[config.mk]
export PLATFORM = sky130hd
export DESIGN_NAME = gemm_result_writer
export DESIGN_NICKNAME = d
export VERILOG_FILES = /design/src/rtl/gemm_result_writer.sv
export SDC_FILE = /design/constraint.sdc
export NUM_CORES = 1
export LEC_CHECK = 0
export CAP_MARGIN = 20
export CORE_ASPECT_RATIO = 1.75
export CORE_MARGIN = 2
export CORE_UTILIZATION = 58
export DETAILED_ROUTE_END_ITERATION = 8
export DONT_BUFFER_PORTS = 1
export GPL_TIMING_DRIVEN = 0
export HOLD_SLACK_MARGIN = 0.02
export PLACE_DENSITY_LB_ADDON = 0.1
export SLEW_MARGIN = 20
export SYNTH_ARGS = -nofsm -noshare
export SYNTH_HDL_FRONTEND = slang
export SYNTH_SLANG_ARGS = --single-unit
[constraint.sdc]
create_clock -name clk_i -period 3.2 [get_ports clk_i]
set_input_delay 0.32 -clock clk_i [delete_from_list [all_inputs] [get_ports clk_i]]
set_output_delay 0.32 -clock clk_i [all_outputs]
set_load 0.005 [all_outputs]
[src/rtl/gemm_result_writer.sv]
// Result writer for the GeMM controller: buffers result words in a small FIFO and
// drains them to the output SRAM in row-major order at base + m*stride + n.
module gemm_result_writer #(
    parameter int unsigned DataWidth = 32,
    parameter int unsigned AddrWidth = 16,
    parameter int unsigned FifoDepth = 4
) (
    input  logic                 clk_i,
    input  logic                 rst_ni,
    input  logic                 start_i,
    input  logic [AddrWidth-1:0] M_size_i,
    input  logic [AddrWidth-1:0] N_size_i,
    input  logic [AddrWidth-1:0] base_addr_i,
    input  logic [AddrWidth-1:0] stride_i,
    input  logic                 result_valid_i,
    input  logic [DataWidth-1:0] result_data_i,
    output logic                 stall_o,
    output logic                 mem_valid_o,
    input  logic                 mem_ready_i,
    output logic [AddrWidth-1:0] mem_addr_o,
    output logic [DataWidth-1:0] mem_wdata_o,
    output logic                 busy_o,
    output logic                 done_o,
    output logic                 error_o
);

    localparam int unsigned PtrW = $clog2(FifoDepth);
    localparam int unsigned CntW = PtrW + 1;

    typedef enum logic [1:0] {
        Idle,
        Run,
        Done
    } state_e;

    state_e state, state_next;

    logic [DataWidth-1:0] fifo_mem [FifoDepth];
    logic [PtrW-1:0]      rd_ptr, wr_ptr;
    logic [CntW-1:0]      count;

    logic [AddrWidth-1:0] m_size, n_size, stride;
    logic [AddrWidth-1:0] m_cnt, n_cnt, row_addr;
    logic                 error;

    logic run_st, start_acc, fifo_empty, fifo_full;
    logic pop, push, drop, row_wrap, last_xfer;

    always_comb begin
        run_st     = (state == Run);
        start_acc  = (state == Idle) && start_i;
        fifo_empty = (count == '0);
        fifo_full  = (count == CntW'(FifoDepth));
        pop        = run_st && !fifo_empty && mem_ready_i;
        // A full FIFO still accepts a word when the head leaves in the same cycle.
        push       = run_st && result_valid_i && (!fifo_full || pop);
        drop       = result_valid_i && !push;
        row_wrap   = (n_cnt == n_size - AddrWidth'(1));
        last_xfer  = pop && row_wrap && (m_cnt == m_size - AddrWidth'(1));
    end

    always_comb begin
        state_next = state;
        case (state)
            Idle: begin
                if (start_i) begin
                    state_next = (M_size_i == '0 || N_size_i == '0) ? Done : Run;
                end
            end
            Run: begin
                if (last_xfer) state_next = Done;
            end
            Done:    state_next = Idle;
            default: state_next = Idle;
        endcase
    end

    always_ff @(posedge clk_i) begin
        if (!rst_ni) state <= Idle;
        else         state <= state_next;
    end

    always_ff @(posedge clk_i) begin
        if (!rst_ni) begin
            rd_ptr   <= '0;
            wr_ptr   <= '0;
            count    <= '0;
            m_size   <= '0;
            n_size   <= '0;
            stride   <= '0;
            m_cnt    <= '0;
            n_cnt    <= '0;
            row_addr <= '0;
            error    <= 1'b0;
        end else if (start_acc) begin
            rd_ptr   <= '0;
            wr_ptr   <= '0;
            count    <= '0;
            m_size   <= M_size_i;
            n_size   <= N_size_i;
            stride   <= stride_i;
            m_cnt    <= '0;
            n_cnt    <= '0;
            row_addr <= base_addr_i;
            // A word arriving alongside start is still a drop and must be reported.
            error    <= drop;
        end else begin
            if (push) wr_ptr <= wr_ptr + PtrW'(1);
            if (pop)  rd_ptr <= rd_ptr + PtrW'(1);
            count <= count + CntW'(push) - CntW'(pop);
            if (pop) begin
                if (row_wrap) begin
                    n_cnt    <= '0;
                    m_cnt    <= m_cnt + AddrWidth'(1);
                    row_addr <= row_addr + stride;
                end else begin
                    n_cnt <= n_cnt + AddrWidth'(1);
                end
            end
            if (drop) error <= 1'b1;
        end
    end

    // Storage only; occupancy is tracked by the reset pointers and count.
    always_ff @(posedge clk_i) begin
        if (push) fifo_mem[wr_ptr] <= result_data_i;
    end

    always_comb begin
        mem_valid_o = run_st && !fifo_empty;
        mem_addr_o  = mem_valid_o ? (row_addr + n_cnt) : '0;
        mem_wdata_o = mem_valid_o ? fifo_mem[rd_ptr] : '0;
        stall_o     = run_st && (count >= CntW'(FifoDepth - 1));
        busy_o      = run_st;
        done_o      = (state == Done);
        error_o     = error;
    end

endmodule

# Word level (Yosys, flattened, before mapping)
# Memory sizes are Yosys's and may differ from the RTL's. A register that Yosys moved wholly into a read port is not among the register bits.
# Index checks and enable logic that the tools add are counted.
[word_totals]
regBits = 106
ram_bits = 128
input_bits = 101
memories = 1
out_inout_bits = 53
[memory_table]
columns = ["name", "depth", "word_bits", "read_ports", "rd_ports_with_merged_regs", "write_ports", "line", "text"]
rows = [
  ["fifo_mem", 4, 32, 1, 1, 1, "38", "logic [DataWidth-1:0] fifo_mem [FifoDepth];"],
]
[op_classes]
eq_ne = 7
n_reduce_logical = 25
magnitude_cmp = 1
n_addsub = 10
bitwise = 1
muxes = 16
[op_table]
columns = ["operator", "count"]
rows = [
  ["16-bit two-way mux", 5],
  ["16-bit by 1-bit adder with 16-bit output (second input constant)", 2],
  ["16-bit adder", 2],
  ["16-bit == test", 2],
  ["16-bit zero test", 2],
  ["32-bit two-way mux", 1],
  ["16-bit by 1-bit subtractor with 16-bit output (second input constant)", 2],
  ["2-bit two-way mux", 5],
  ["1-bit logical AND", 9],
  ["2-bit AND reduction", 3],
  ["2-bit nonzero test", 3],
  ["2-bit by 1-bit adder with 2-bit output (second input constant)", 2],
  ["1-bit two-way mux", 4],
  ["2-bit case mux with 2 select lines", 1],
  ["3-bit by 1-bit adder with 3-bit output", 1],
  ["3-bit == test (second input constant)", 1],
  ["3-bit by 2-bit >= comparator with 1-bit output (second input constant)", 1],
  ["1-bit zero test", 3],
  ["3-bit zero test", 1],
  ["3-bit by 1-bit subtractor with 3-bit output", 1],
  ["2-bit by 1-bit == test with 1-bit output (second input constant)", 1],
  ["2-bit == test (second input constant)", 1],
  ["2-bit zero test", 1],
  ["1-bit logical OR", 2],
  ["4 further kinds", 4],
]

# Longest topological paths before layout
[logic_depth]
ltp_word = 10
depth_mapped = 14
ltp_nobuf = 11

# Least setup slack after synthesis
# Ideal clock, no wire load.
[synth_path]
path_kind = "reg2reg"
from = "reg n_size[0]"
to = "reg row_addr[3]"
path_stages_with_launch = 14
arrival_ps = 3069
setup_time_ps = 133
t_required_ps = 3067
setup_slack_ps = -1
n_path_buf = 3
period_less_slack_ps = 3201
path_cell_list = "dfxtp_1 -> clkbuf_1 -> inv_1 -> ha_1 -> or4b_1 -> buf_2 -> xnor2_1 -> or4_1 -> a32oi_1 -> o211ai_1 -> nor3_4 -> buf_4 -> mux2i_1 -> a21oi_1"
[synth_between]
elab_chain_len = 4
[synth_lines]
columns = ["item", "line", "text"]
rows = [
  ["start, declared", "42", "logic [AddrWidth-1:0] m_size, n_size, stride;"],
  ["start signal, assigned", "100", "n_size <= N_size_i;"],
  ["16-bit by 1-bit subtractor with 16-bit output", "58", "row_wrap = (n_cnt == n_size - AddrWidth'(1));"],
  ["16-bit == test", "58", ""],
  ["2-bit nonzero test (no line)", "--", ""],
  ["2-bit AND reduction (no line)", "--", ""],
  ["end signal, assigned", "104", "row_addr <= base_addr_i;"],
  ["end signal, assigned", "115", "row_addr <= row_addr + stride;"],
  ["end, declared", "43", "logic [AddrWidth-1:0] m_cnt, n_cnt, row_addr;"],
]
# Every way passes these cells.
# A chain may end at the register's enable or synchronous reset.

# Final worst setup path
[layout_path]
from = "reg n_size[1]"
to = "reg row_addr[9]"
# The elaborated chain is that of the path after synthesis.

==> reports/results.ini <==
[clock_tree]
htreeDepth = 1
clkLatencyLatePin_ns = 0.53
clk_pin_slew_ns = 0.07
cts_tree = yes
cts_inserted_buffers = 22
cts_max_path_buffers = 3
cts.sinks = 236
cts_root_buf = clkbuf_16

[power_and_ir_drop]
powerDensity_mw_per_mm2 = 465
swShare_pct = 24.5
power.share.combinational_pct = 12.1
clkPwrFrac_pct = 39.0
power_leakage_nw = 5.22
seq_power_share_pct = 48.9
ir_drop_mv = 0.783
p_switching_mw = 1.67
internal-power_mw = 5.15

[logic_synthesis]
syn_area_mm2 = 0.0119
yosys-top-cells-count = 142 x nand2_1, 128 x edfxtp_1, 108 x dfxtp_1
synthArstFlopShare_pct = 0
synth.most_common_cell = nand2_1
synth_top_cell_by_area = edfxtp_1
syn_area_per_cell_um2 = 10.8
synth-edff-count = 128
syn_inst = 1099
synth_top_area_share_pct = 32.2
synth_area_leaders = edfxtp_1 32%, dfxtp_1 18%, mux4_2 6.0%, nand2_1 4.5%, ha_1 4.2%
yosysWarningCount = 0
ys_seq_elements = 236
ys.flop_type = edfxtp_1
synth_seq_area_share_pct = 50.4
yosysUniqueCellTypes = 65
synth_fp_nets = 1243

[timing]
finalHoldViolCount = 0
max_freq_mhz = 310
slew_headroom_pct = 30.1
rsz0062_at_grt = true
drv_slew = 0
hold_ws_ns = 0.0413
fin_crit_sh_pct = 101
finalWorstSetupSlack_ns = -0.0210
setup_viol = 9
fin_skew_ns = 0.0145
fin_crit_ns = 3.22
worst_slew_pin_slew_ns = 1.04

[route]
drt_iter0_drc = 538
first_pass_iters = 5
ant_nets = 0
wl_met1_um = 10800
drt-wirelength-per-cell_um = 19.6
vias = 9041
wl_met3_um = 1410
routed_wl_um = 29600
met2_length_um = 16300
routed_via_density = 5.99
highest_layer = met4
route.detailed.drc = 0

[floorplan]
row_count = 69
pin_count = 154
die_y_um = 194
dieArea_mm2 = 0.0218
initial_core_util_pct = 59.0
die_w_um = 112
core-area_mm2 = 0.0202

[placement]
port_buffers = 0
place_area_mm2 = 0.0124
gp_congestion = 0.912
hpwl_um = 20800

[worst_setup_path]
cp.arrival_ns = 3.61
startpoint = n_size[1]
r2r_end = row_addr[9]
cpPeakStageDelay_ns = 0.53
crit_slowest_cell = or4b_4
r2r_slack_ns = -0.02
rr_startpoint = n_size[1]
endpoint_kind = flop
crit_path_max_fanout = 10
rr_worst_depth = 13
critPathLaunchType = flop
crit_required_ns = 3.59
worstSetupPathType = flop to flop
worstSetupEndpoint = row_addr[9]
worstPathCellList = inv_2 > ha_4 > or4b_4 > buf_4 > nor4_2 > nand3_1 > a32oi_4 > o211ai_1 > nor3_4 > buf_6 > buf_12 > mux2i_1 > a21oi_1

[global_route]
grt_use_total_pct = 26.5
grt_start_max_net_pins = 23
grt_pass1_wl_um = 46400
grt_overflow_total = 0
antenna_found_initial = 0
grt_pass1_vias = 9351

[run]
drv_cap = 0

[finish]
final_area_mm2 = 0.0147
drive_above_1_share_pct = 15.5
layout.nets = 1390
synthToLayoutAreaGrowth_pct = 23.0
n_antenna_cell = 0

[outcome]
status = finished with violations
failed_checks = setup timing

[worst_hold_path]
hold_class = input port to flop

==> cells in the final DEF, fill, tap and decap left out, types with 9 or more instances in the layout <==
master,instances
nor4_1,14
nor3_1,16
o21ai_0,30
mux4_2,32
nand3_1,21
nand2_1,140
a21oi_1,44
a21o_1,11
buf_4,27
edfxtp_1,128
xor2_1,34
and3_1,10
clkbuf_1,45
nor2_1,70
inv_1,21
a21oi_2,9
a31oi_1,11
dlygate4sd3_1,89
and2_1,39
ha_1,35
a21boi_0,51
clkbuf_16,23
dfxtp_1,97
nand4_1,14
xnor2_1,46
mux2i_1,16
==> power by group through the flow <==
stage                     Combinational, mW  Clock (mW)  Sequential (mW)
after floorplan                       0.482           0             3.38
after global placement                0.595           0             3.40
after detailed placement              0.611           0             3.40
after CTS                             0.743        2.70             3.33
after global routing                  0.903        2.81             3.34
final                                 0.828        2.66             3.33
==> critical path, delay by kind of cell, from the launching register on <==
family | cells | cell delay (ns)
adder cells (fa/ha/maj) | 1 | 0.15
multiplexers | 1 | 0.20
flip-flops | 1 | 0.36
AO/OA/AOI/OAI | 3 | 0.61
buffers and inverters | 4 | 0.57
AND/OR/NAND/NOR | 4 | 1.19
==> worst min path at each step <==
stage / startpoint / end / cells after the start
floorplan: result_data_i[0] / fifo_mem[0][0] / 0
global placement: result_data_i[8] / fifo_mem[0][8] / 0
detailed placement: result_data_i[28] / fifo_mem[3][28] / 0
CTS: base_addr_i[15] / row_addr[15] / 2
global route: base_addr_i[13] / row_addr[13] / 3
finish: base_addr_i[12] / row_addr[12] / 2
==> sequential cells by signal, indices dropped and copies added, names as in the netlist, named ones only <==
| register | cells |
|---|---|
| count | 3 |
| m_size | 16 |
| n_size | 16 |
| state | 2 |
| error_o | 1 |
| fifo_mem | 128 |
| m_cnt | 16 |
| wr_ptr | 2 |
| n_cnt | 16 |
| rd_ptr | 2 |
| stride | 16 |
| row_addr | 16 |
==> repair_timing <==
item,in CTS,in global routing
setup buffers,9,22
hold buffers,89,0
cloned,1,0
hold endpoints to repair,185,0
pin swaps,15,46
gates resized for setup,40,68
endpoints found under the setup margin,55,47
==> metal layers <==
layer / track usage, % / vias to the layer above
li1: - / 4338
met1: 28.0 / 4350
met2: 51.6 / 270
met3: 3.72 / 83
met4: 10.5 / 0
met5: 0 / -
==> final cells by class <==
cell class,instances,area [um^2]
Sequential cell,236,6030
Fill cell,1436,5540
Timing Repair Buffer,125,1250
Inverter,24,90.1
Multi-Input combinational cell,783,5980
Clock buffer,25,583
Buffer,54,272
Clock inverter,15,148
Tap cell,248,310
==> per-stage QoR <==
stage	std cells	TNS, ns	util [%]	power [mW]	setup WS (ns)
global route	1510	-3.53	72.6	7.06	-0.187
CTS	1489	-0.0705	70.3	6.77	-0.0705
global placement	1347	-16.25	60.7	3.99	-0.490
floorplan	1099	0	-	3.86	0.0184
finish	1510	-0.0857	72.6	6.82	-0.0210
detailed placement	1351	-18.05	61.2	4.01	-0.510
==> logic make-up after synthesis <==
kind of cell               count (synthesis)  synth area share [%]
AOI/OAI and AO/OA                        223                  12.4
and+or+nand+nor                          387                  16.4
buffers and inverters                     80                  2.65
DFF                                      236                  50.4
xor gates and xnor gates                  81                  5.95
muxes                                     49                  7.48
adders and majority gates                 43                  4.70
No activity file was read; power rests on OpenSTA's default activity.
